<file path="src/rtl/freq_tick_gen_pkg.sv">
// Shared encodings for the frequency-pattern tick generator: FSM states,
// repeat-mode and rate-select constants.
package freq_tick_pkg;

  typedef enum logic [1:0] {
    ST_IDLE      = 2'd0,
    ST_RUN       = 2'd1,
    ST_WAIT_DONE = 2'd2
  } state_e;

  localparam logic MODE_ONE_SHOT = 1'b0;
  localparam logic MODE_REPEAT   = 1'b1;

  localparam logic SEL_LOW  = 1'b0;
  localparam logic SEL_HIGH = 1'b1;

endpackage

</file>
<file path="src/rtl/freq_tick_gen_if.sv">
// Control/status bundle between freq_tick_gen and its host side (serial_out
// handshake plus frame configuration).
interface freq_tick_gen_if #(
  parameter int DATA_BIT  = 32,
  parameter int DIV_WIDTH = 16
);
  logic                 i_start;
  logic                 i_stop;
  logic                 i_mode;
  logic [DATA_BIT-1:0]  i_freq_pattern;
  logic [DIV_WIDTH-1:0] i_high_div;
  logic [DIV_WIDTH-1:0] i_low_div;
  logic                 i_bit_tick;
  logic                 i_done_tick;
  logic                 o_tick;
  logic                 o_busy;
  logic                 o_sel;
  logic                 o_cfg_err;

  modport master (
    output i_start, i_stop, i_mode, i_freq_pattern, i_high_div, i_low_div,
           i_bit_tick, i_done_tick,
    input  o_tick, o_busy, o_sel, o_cfg_err
  );

  modport slave (
    input  i_start, i_stop, i_mode, i_freq_pattern, i_high_div, i_low_div,
           i_bit_tick, i_done_tick,
    output o_tick, o_busy, o_sel, o_cfg_err
  );
endinterface

</file>
<file path="src/rtl/freq_tick_gen_tick_divider.sv">
// Programmable divider: counts 0..div-1 while enabled and emits a registered
// one-clock pulse the cycle after the terminal count.
module tick_divider #(
  parameter int DIV_WIDTH = 16
) (
  input  logic                 clk,
  input  logic                 rst,
  input  logic                 en,
  input  logic                 clr,
  input  logic [DIV_WIDTH-1:0] div,
  output logic                 tick
);

  logic [DIV_WIDTH-1:0] cnt;
  logic [DIV_WIDTH:0]   cnt_inc;
  logic                 at_end;

  // One extra bit so cnt+1 == div cannot wrap for div == all-ones.
  assign cnt_inc = {1'b0, cnt} + {{DIV_WIDTH{1'b0}}, 1'b1};
  assign at_end  = (cnt_inc == {1'b0, div});

  // NOTE: state registers use non-blocking assignments so every flop samples
  // pre-edge values, independent of statement order.
  always_ff @(posedge clk) begin
    if (rst) begin
      cnt  <= '0;
      tick <= 1'b0;
    end else if (clr || !en) begin
      cnt  <= '0;
      tick <= 1'b0;
    end else if (at_end) begin
      cnt  <= '0;
      tick <= 1'b1;
    end else begin
      cnt  <= cnt_inc[DIV_WIDTH-1:0];
      tick <= 1'b0;
    end
  end

endmodule

</file>
<file path="src/rtl/freq_tick_gen.sv">
// Tick source for serial_out: per data bit, picks the high or low divisor from
// a latched frequency pattern and advances on serial_out's bit/done ticks.
module freq_tick_gen
  import freq_tick_pkg::*;
#(
  parameter int DATA_BIT  = 32,
  parameter int DIV_WIDTH = 16
) (
  input  logic           clk,
  input  logic           rst,
  freq_tick_gen_if.slave bus
);

  localparam int IDX_W = (DATA_BIT > 1) ? $clog2(DATA_BIT) : 1;
  localparam logic [IDX_W-1:0] LAST_IDX = IDX_W'(DATA_BIT - 1);

  state_e               state;
  logic [DATA_BIT-1:0]  pattern_buf;
  logic [DIV_WIDTH-1:0] high_div_q;
  logic [DIV_WIDTH-1:0] low_div_q;
  logic [DIV_WIDTH-1:0] cur_div;
  logic [IDX_W-1:0]     bit_idx;
  logic                 busy_q, sel_q, cfg_err_q, tick_q;
  logic                 divs_ok, start_req, load_ok, div_en, div_clr;

  assign divs_ok   = (bus.i_high_div != '0) && (bus.i_low_div != '0);
  // A fresh start in IDLE and a repeat reload at frame end share one load path.
  assign start_req = ((state == ST_IDLE) && bus.i_start) ||
                     ((state == ST_WAIT_DONE) && bus.i_done_tick && (bus.i_mode == MODE_REPEAT));
  assign load_ok   = start_req && divs_ok;

  assign cur_div = pattern_buf[0] ? high_div_q : low_div_q;
  assign div_en  = (state == ST_RUN) && !bus.i_stop;
  assign div_clr = (state == ST_RUN) && bus.i_bit_tick;

  tick_divider #(.DIV_WIDTH(DIV_WIDTH)) u_div (
    .clk  (clk),
    .rst  (rst),
    .en   (div_en),
    .clr  (div_clr),
    .div  (cur_div),
    .tick (tick_q)
  );

  always_ff @(posedge clk) begin
    if (rst) begin
      state       <= ST_IDLE;
      pattern_buf <= '0;
      high_div_q  <= '0;
      low_div_q   <= '0;
      bit_idx     <= '0;
      busy_q      <= 1'b0;
      sel_q       <= SEL_LOW;
      cfg_err_q   <= 1'b0;
    end else begin
      cfg_err_q <= 1'b0;
      if (bus.i_stop) begin
        state  <= ST_IDLE;
        busy_q <= 1'b0;
        sel_q  <= SEL_LOW;
      end else if (load_ok) begin
        state       <= ST_RUN;
        pattern_buf <= bus.i_freq_pattern;
        high_div_q  <= bus.i_high_div;
        low_div_q   <= bus.i_low_div;
        bit_idx     <= '0;
        busy_q      <= 1'b1;
        sel_q       <= bus.i_freq_pattern[0];
      end else if (start_req) begin
        state     <= ST_IDLE;
        busy_q    <= 1'b0;
        sel_q     <= SEL_LOW;
        cfg_err_q <= 1'b1;
      end else begin
        unique case (state)
          ST_RUN: begin
            if (bus.i_bit_tick) begin
              pattern_buf <= pattern_buf >> 1;
              if (bit_idx == LAST_IDX) begin
                state <= ST_WAIT_DONE;
                sel_q <= SEL_LOW;
              end else begin
                bit_idx <= bit_idx + 1'b1;
                sel_q   <= pattern_buf[1];
              end
            end
          end
          ST_WAIT_DONE: begin
            if (bus.i_done_tick) begin
              state  <= ST_IDLE;
              busy_q <= 1'b0;
            end
          end
          ST_IDLE: ;
          default: begin
            state  <= ST_IDLE;
            busy_q <= 1'b0;
            sel_q  <= SEL_LOW;
          end
        endcase
      end
    end
  end

  assign bus.o_tick    = tick_q;
  assign bus.o_busy    = busy_q;
  assign bus.o_sel     = sel_q;
  assign bus.o_cfg_err = cfg_err_q;

endmodule

</file>
<file path="src/flat_wrapper.sv">
// flat-port wrapper written by rule: the top's interface ports become plain ports
module freq_tick_gen_flat import freq_tick_pkg::*;
#(
  parameter int DATA_BIT  = 32,
  parameter int DIV_WIDTH = 16
)
  (clk, rst, bus_i_start, bus_i_stop, bus_i_mode, bus_i_freq_pattern, bus_i_high_div, bus_i_low_div, bus_i_bit_tick, bus_i_done_tick, bus_o_tick, bus_o_busy, bus_o_sel, bus_o_cfg_err);
  freq_tick_gen_if #(.DATA_BIT(DATA_BIT), .DIV_WIDTH(DIV_WIDTH)) bus_i ();
  input  logic clk;
  input  logic rst;
  input wire logic [$bits(bus_i.i_start)-1:0] bus_i_start;
  input wire logic [$bits(bus_i.i_stop)-1:0] bus_i_stop;
  input wire logic [$bits(bus_i.i_mode)-1:0] bus_i_mode;
  input wire logic [$bits(bus_i.i_freq_pattern)-1:0] bus_i_freq_pattern;
  input wire logic [$bits(bus_i.i_high_div)-1:0] bus_i_high_div;
  input wire logic [$bits(bus_i.i_low_div)-1:0] bus_i_low_div;
  input wire logic [$bits(bus_i.i_bit_tick)-1:0] bus_i_bit_tick;
  input wire logic [$bits(bus_i.i_done_tick)-1:0] bus_i_done_tick;
  output wire logic [$bits(bus_i.o_tick)-1:0] bus_o_tick;
  output wire logic [$bits(bus_i.o_busy)-1:0] bus_o_busy;
  output wire logic [$bits(bus_i.o_sel)-1:0] bus_o_sel;
  output wire logic [$bits(bus_i.o_cfg_err)-1:0] bus_o_cfg_err;
  assign bus_i.i_start = bus_i_start;
  assign bus_i.i_stop = bus_i_stop;
  assign bus_i.i_mode = bus_i_mode;
  assign bus_i.i_freq_pattern = bus_i_freq_pattern;
  assign bus_i.i_high_div = bus_i_high_div;
  assign bus_i.i_low_div = bus_i_low_div;
  assign bus_i.i_bit_tick = bus_i_bit_tick;
  assign bus_i.i_done_tick = bus_i_done_tick;
  assign bus_o_tick = bus_i.o_tick;
  assign bus_o_busy = bus_i.o_busy;
  assign bus_o_sel = bus_i.o_sel;
  assign bus_o_cfg_err = bus_i.o_cfg_err;
  freq_tick_gen #(.DATA_BIT(DATA_BIT), .DIV_WIDTH(DIV_WIDTH)) u_core (.clk(clk), .rst(rst), .bus(bus_i));
endmodule
</file>
<file path="config.mk">
export PLATFORM = sky130hd
export DESIGN_NAME = freq_tick_gen_flat
export DESIGN_NICKNAME = d
export VERILOG_FILES = /design/src/rtl/freq_tick_gen_pkg.sv /design/src/rtl/freq_tick_gen_if.sv /design/src/rtl/freq_tick_gen_tick_divider.sv /design/src/rtl/freq_tick_gen.sv /design/src/flat_wrapper.sv
export SDC_FILE = /design/constraint.sdc
export NUM_CORES = 1
export LEC_CHECK = 0
export ABC_AREA = 1
export CAP_MARGIN = 20
export CORE_MARGIN = 2
export CORE_UTILIZATION = 45
export DETAILED_ROUTE_END_ITERATION = 7
export PLACE_DENSITY = 0.68
export SETUP_SLACK_MARGIN = 0.02
export SLEW_MARGIN = 0
export SYNTH_ARGS = -nofsm -noshare
export SYNTH_HDL_FRONTEND = slang
export SYNTH_HIERARCHICAL = 1
export SYNTH_SLANG_ARGS = --single-unit
export TNS_END_PERCENT = 30
</file>
<file path="constraint.sdc">
create_clock -name clk -period 2 [get_ports clk]
set_input_delay 0.6 -clock clk [delete_from_list [all_inputs] [get_ports clk]]
set_output_delay 0.6 -clock clk [all_outputs]
set_load 0.02 [all_outputs]
</file>
## After elaboration in Yosys (flattened, before gate mapping)

Index checks and enable logic that the tools add are counted.

- Flip-flop bits (word level): 91
- Input port bits: 71
- Output and inout port bits: 4
- Word-level logic and storage cells: 87

- $add $sub $neg: 2
- Equal/unequal tests: 15
- Muxes and demuxes: 27
- Bitwise logic cells: 2
- Reductions and logical operators: 30

Operators with widths:

| cell | count |
|---|---|
| $mux 32 | 4 |
| $reduce_bool 16->1 | 2 |
| $mux 5 | 5 |
| $add 16x1->17 const B | 1 |
| $eq 17x16->1 | 1 |
| $mux 16 | 1 |
| $ne 4x2->1 const B | 3 |
| $reduce_and 4->1 | 3 |
| $mux 1 | 11 |
| $ne 3x1->1 const B | 3 |
| $ne 2x2->1 const B | 4 |
| $reduce_or 2->1 | 4 |
| $logic_and 1x1->1 | 7 |
| $mux 2 | 3 |
| $pmux 2 s3 | 1 |
| $reduce_and 2->1 | 3 |
| $reduce_or 3->1 | 2 |
| $add 5x1->5 const B | 1 |
| $eq 5x5->1 const B | 1 |
| $reduce_and 5->1 | 1 |
| $pmux 1 s2 | 2 |
| $reduce_bool 2->1 | 2 |
| $reduce_or 4->1 | 1 |
| $eq 2x1->1 const B | 1 |
| other kinds (6) | 9 |

## Longest topological paths before layout

- Depth in word-level cells: 7
- Gate-level depth with buffers: 16
- Gate-level depth less buffers: 14

## Modules after synthesis

The synthesis kept the hierarchy.

Modules (own cells, without submodules):

| module | times used | cells an instance | area an instance (um^2) | seq. area each (um^2) |
|---|---|---|---|---|
| freq_tick_gen | 1 | 530 | 3,474.6 | 1,481.4 |
| tick_divider | 1 | 228 | 1,266.2 | 340.3 |

## Worst setup path before layout

Ideal clock, no wire load.

- Path type: register -> register
- From: register u_core.u_div.cnt[0]
- To: register u_core.u_div.cnt[0]
- Arrival: 1,707 ps
- Slack: 174 ps
- Cell stages (with the launch flop): 16
- Buffers on the path: 1
- Path through: dfxtp_1 -> ha_1 -> nand2_1 -> nor2_4 -> nand2_1 -> nand2_1 -> nand2_1 -> nand2_1 -> nand2_1 -> nor2_1 -> nand2_1 -> nor2_1 -> nand3_2 -> nand2_4 -> buf_6 -> nor2_1

- Cells in the longest elaborated chain, start to end: 3

Ends and longest elaborated chain:

| element | line | source |
|---|---|---|
| start, declared | freq_tick_gen_tick_divider.sv:14 | `logic [DIV_WIDTH-1:0] cnt;` |
| start signal, assigned | freq_tick_gen_tick_divider.sv:35 | `cnt <= cnt_inc[DIV_WIDTH-1:0];` |
| $add 16x1->17 (*) | freq_tick_gen_tick_divider.sv:19 | `assign cnt_inc = {1'b0, cnt} + {{DIV_WIDTH{1'b0}}, 1'b1};` |
| $eq 17x16->1 | freq_tick_gen_tick_divider.sv:20 | `assign at_end = (cnt_inc == {1'b0, div});` |
| $reduce_or 3->1 (no source line) | n/a |  |

Mark *: on every way between the ends. The rest lies on a longest branch, timed or not.
A chain may end at the register's enable or synchronous reset.

## Final worst setup path

- From: input port bus_i_low_div[11]
- To: register u_core.pattern_buf[2]

- Cells in the longest elaborated chain, start to end: 5
- Elaborated cells on any way between the ends: 8
- Those cells by class: eq/ne (1); mux (1); reduce/logical (6)

Ends and longest elaborated chain:

| element | line | source |
|---|---|---|
| start, declared | flat_wrapper.sv:16 | `input wire logic [$bits(bus_i.i_low_div)-1:0] bus_i_low_div;` |
| $reduce_bool 16->1 (*) | freq_tick_gen.sv:26 | `assign divs_ok = (bus.i_high_div != '0) && (bus.i_low_div != '0);` |
| $logic_and 1x1->1 (*) | freq_tick_gen.sv:26 |  |
| $logic_and 1x1->1 (*) | freq_tick_gen.sv:30 | `assign load_ok = start_req && divs_ok;` |
| $ne 2x2->1 (no source line) / $reduce_bool 2->1 (equally long branches) | n/a |  |
| $reduce_and 4->1 (no source line) | n/a |  |
| end signal, assigned | freq_tick_gen.sv:63 | `pattern_buf <= bus.i_freq_pattern;` |
| end signal, assigned | freq_tick_gen.sv:78 | `pattern_buf <= pattern_buf >> 1;` |
| end, declared | freq_tick_gen.sv:18 | `logic [DATA_BIT-1:0] pattern_buf;` |

Marks and branches as above.

==> metrics.md <==
| Metric | Value |
|---|---|
| Status | `finished clean` |
| Worst-path maximum fanout | `16` |
| Period utilization | `a little over nine tenths` |
| Reg-to-Reg Start | `u_core/u_div/cnt[1]` |
| P_leak | `2.79 nW` |
| Hold Path Class | `reg -> reg` |
| Area Overhead vs Synth | `35.7%` |
| Crit-path slowest cell | `clkdlybuf4s50_1` |
| Buffers on Ports | `74` |
| Fin. max-slew vios | `0` |
| Initial core utilization | `46.1%` |
| DIE AREA | `about 11000 µm²` |
| Antenna cells | `0` |
| Core area | `10300 µm²` |
| Fin nets | `933` |
| Combinational power share | `approximately 18%` |
| Register Area | `1840 µm²` |
| First-pass GRT wire length | `19600 µm` |
| VDD IR max | `approximately 0.43 mV` |
| Int Pwr | `2.97 mW` |
| Via Count | `about 5000` |
| P_sw | `around 1.1 mW` |
| Number of vias per cell | `slightly below 5` |
| Pwr Density | `633 nW/µm²` |
| Crit path required time | `2270 ps` |
| Fmax | `0.513 GHz` |
| Warnings, synthesis | `6` |
| Worst Hold End | `u_core/low_div_q[3]` |
| Io pins | `75` |
| Die Wd | `107 µm` |
| Post-DP HPWL | `roughly 8800 µm` |
| WP data arrival | `~2200 ps` |
| CP Capture Type | `flop` |
| Final hold violation count | `0` |
| CTS max path bufs | `2` |
| Clock sink count | `91` |
| Die Y | `107 µm` |
| Reg-to-reg setup timing slack | `approximately 70 ps` |
| RR Endpoint | `u_core/u_div/cnt[2]` |
| GP Congestion | `0.830` |
| Final Cell Area | `between 6000 and 7000 µm²` |
| Power share of the clock group | `33.8%` |
| Syn_nets | `832` |
| Unique masters post-synth | `27` |
| Sequential share of power | `a little under 50%` |
| Final worst slack | `50.2 ps` |
| First drt pass iteration count | `5` |
| Ys flop type | `dfxtp_1` |
| Worst slew pin tran | `around 420 ps` |
| Largest stage delay, worst path | `410 ps` |
| CP cell instances | `clkdlybuf4s50_1 -> nor2_1 -> nand2_1 -> nor2_2 -> nand2_2 -> nand2_4 -> nor2_4 -> nand2_4 -> nand2_8 -> buf_12 -> o21ai_0 -> nor2_1` |
| Starting DRC count in detailed routing | `between 150 and 200` |
| CTS tree | `yes` |
| Share of layout cells above drive strength 1 | `16.3%` |
| R2R depth | `12` |
| Total GRT Usage | `21.4%` |
| Met3 usage | `5.53%` |
| Largest net degree at the start of global routing | `37` |
| RSZ-0062 raised after global routing | `true` |
| Synth area leaders | `dfxtp_1 38%, nand2_1 18%, nor2_1 13%` |
| Placement Cell Area | `5820 µm²` |
| Worst setup SP type | `primary input` |
| Total routed wirelength | `12300 µm` |
| FILL cells | `between 900 and 1000` |
| EDFF count, synth | `0` |
| Worst-Skew Late Latency | `370 ps` |
| CTS buffer count | `9` |
| Total power draw | `4.07 mW` |
| Clock Tree Root | `clkbuf_8` |
| Skew final | `12.3 ps` |
| Area of the multi-input gates | `2760 µm²` |
| FFs w/ async S/R, synth | `0%` |
| Met2 layer usage reported by global route | `37.7%` |
| Mapped Cells | `758` |
| DRT antenna net count | `0` |
| Num rows | `37` |
| Kind of critical path | `in -> reg` |
| Max-cap check violation count | `0` |
| Fraction of post-synthesis cell area in the top cell type by area | `38.4%` |
| Met1 Resource Use GR | `25.3%` |
| Congestion Overflow GR | `0` |
| Wirelength per Cell | `~12 µm` |
| Flops & latches, synth | `91` |
| Setup Viol. Count Final | `0` |
| Tmin final | `1950 ps` |
| DRC | `0` |
| Layout Utilization | `between 60% and 70%` |
| Hold Crit Depth | `2` |
| Register area share after synthesis | `38.4%` |
| Switching fraction of total power | `27.0%` |
| Mapped Avg Cell Area | `6.25 µm²` |
| Synth area leader | `dfxtp_1` |
| Clock-pin slew on the worst setup and hold paths | `around 90 ps` |
| Initial antenna violation count | `0` |
| Grt peak-use layer | `met2` |
| Worst hold path startpoint | `u_core/low_div_q[3]` |
| Synthesized area | `4740 µm²` |
| Place WS | `-453 ps` |
| H-Tree Level Count | `3` |
| Vias in the first global route | `4569` |
| Worst rel slew slack | `71.9%` |
| Smallest hold slack | `452 ps` |
[synthesized netlist by cell type, types with 5 or more instances]
master and count:
buf_6 9, o21ai_0 70, nor2_1 167, nand4_1 5, clkbuf_1 12, nand3b_1 6
inv_2 5, nand3_1 32, inv_1 58, dfxtp_1 91, buf_2 5, nand2_1 233
a21oi_1 25, o21ai_1 12
[stage by stage]
stage	TNS, ps	instances
6_report	0	1000
5_1_grt	-1520	1000
4_1_cts	0	994
3_5_place_dp	-26720	977
3_3_place_gp	-22170	977
2_1_floorplan	0	758
[kinds of logic after synthesis]
kind of cell | after synthesis | synth area share [%]
XOR/XNOR | 1 | 0.185
AO/OA/AOI/OAI | 109 | 11.6
AND/OR/NAND/NOR | 462 | 40.0
adder cells (fa/ha/maj) | 3 | 0.792
buffers and inverters | 92 | 9.03
flip-flops | 91 | 38.4
[sequential cells by signal, indices dropped and copies added, names as in the netlist]
signal,cells
u_core/low_div_q,16
u_core/u_div/tick,1
u_core/high_div_q,16
u_core/state,2
u_core/bit_idx,5
u_core/bus.o_busy,1
u_core/u_div/cnt,16
u_core/pattern_buf,32
u_core/bus.o_sel,1
u_core/bus.o_cfg_err,1
[how the worst max path moves through the flow]
stage	startpoint	end	slack [ps]
floorplan	u_core/u_div/cnt[0]	u_core/u_div/cnt[0]	170
global placement	bus_i_low_div[7]	u_core/bit_idx[0]	-440
detailed placement	bus_i_high_div[7]	u_core/bit_idx[0]	-450
CTS	u_core/bus.o_busy	bus_o_busy	4
global route	u_core/u_div/cnt[1]	u_core/u_div/cnt[8]	-100
finish	bus_i_low_div[11]	u_core/pattern_buf[2]	50
[routing by layer]
layer,wire [µm],vias up
li1,-,2570
met1,5140,2249
met5,0,-
met4,170,0
met2,6320,103
met3,647,14
[power groups by stage]
stage                     combinational [mW]  clock [mW]  sequential, mW
after floorplan                        0.389           0            1.99
after global placement                 0.662           0            2.00
after detailed placement               0.674           0            2.00
after CTS                              0.679        1.42            1.96
after global routing                   0.817        1.49            1.98
final                                  0.729        1.38            1.97
[area by class of cell]
| type | count | area share [%] |
|---|---|---|
| clock buffer | 10 | 1.98 |
| clock inverter | 6 | 1.40 |
| inverter | 63 | 3.75 |
| multi-input combinational | 576 | 42.8 |
| sequential | 91 | 28.5 |
| tap | 136 | 2.65 |
| timing repair buffer | 118 | 18.8 |
[timing repair]
action / in CTS / in global routing
gates resized for setup: 9 / 104
gates cloned: 0 / 2
hold buffers: 0 / 0
buffers inserted: 1 / 4
pin swaps: 1 / 24
endpoints found under the setup margin: 61 / 75
[layout by cell type, fill, tap and decap left out, types with 3 or more instances in the layout]
cell type and count:
buf_6 4, nor2_1 138, nand2_1 220, nand2_2 12, nand2_4 4, o21ai_2 4
dfxtp_2 5, clkdlybuf4s50_1 64, dlymetal6s2s_1 10, nor2_4 11, o21ai_0 53, inv_1 58
a21oi_1 24, clkbuf_8 9, nand3_1 28, nand4_1 5, buf_4 32, inv_2 4
buf_12 6, nor2_2 25, dfxtp_1 84, nand3b_1 6, nand2_8 3, o21ai_1 25
nand3_2 5
[worst max-delay path, delay by kind of cell]
kind / cells / cell delay (ps)
buffers and inverters: 2 / 570
AO/OA/AOI/OAI: 1 / 150
AND/OR/NAND/NOR: 9 / 880
(Power assumes the default switching activity.)
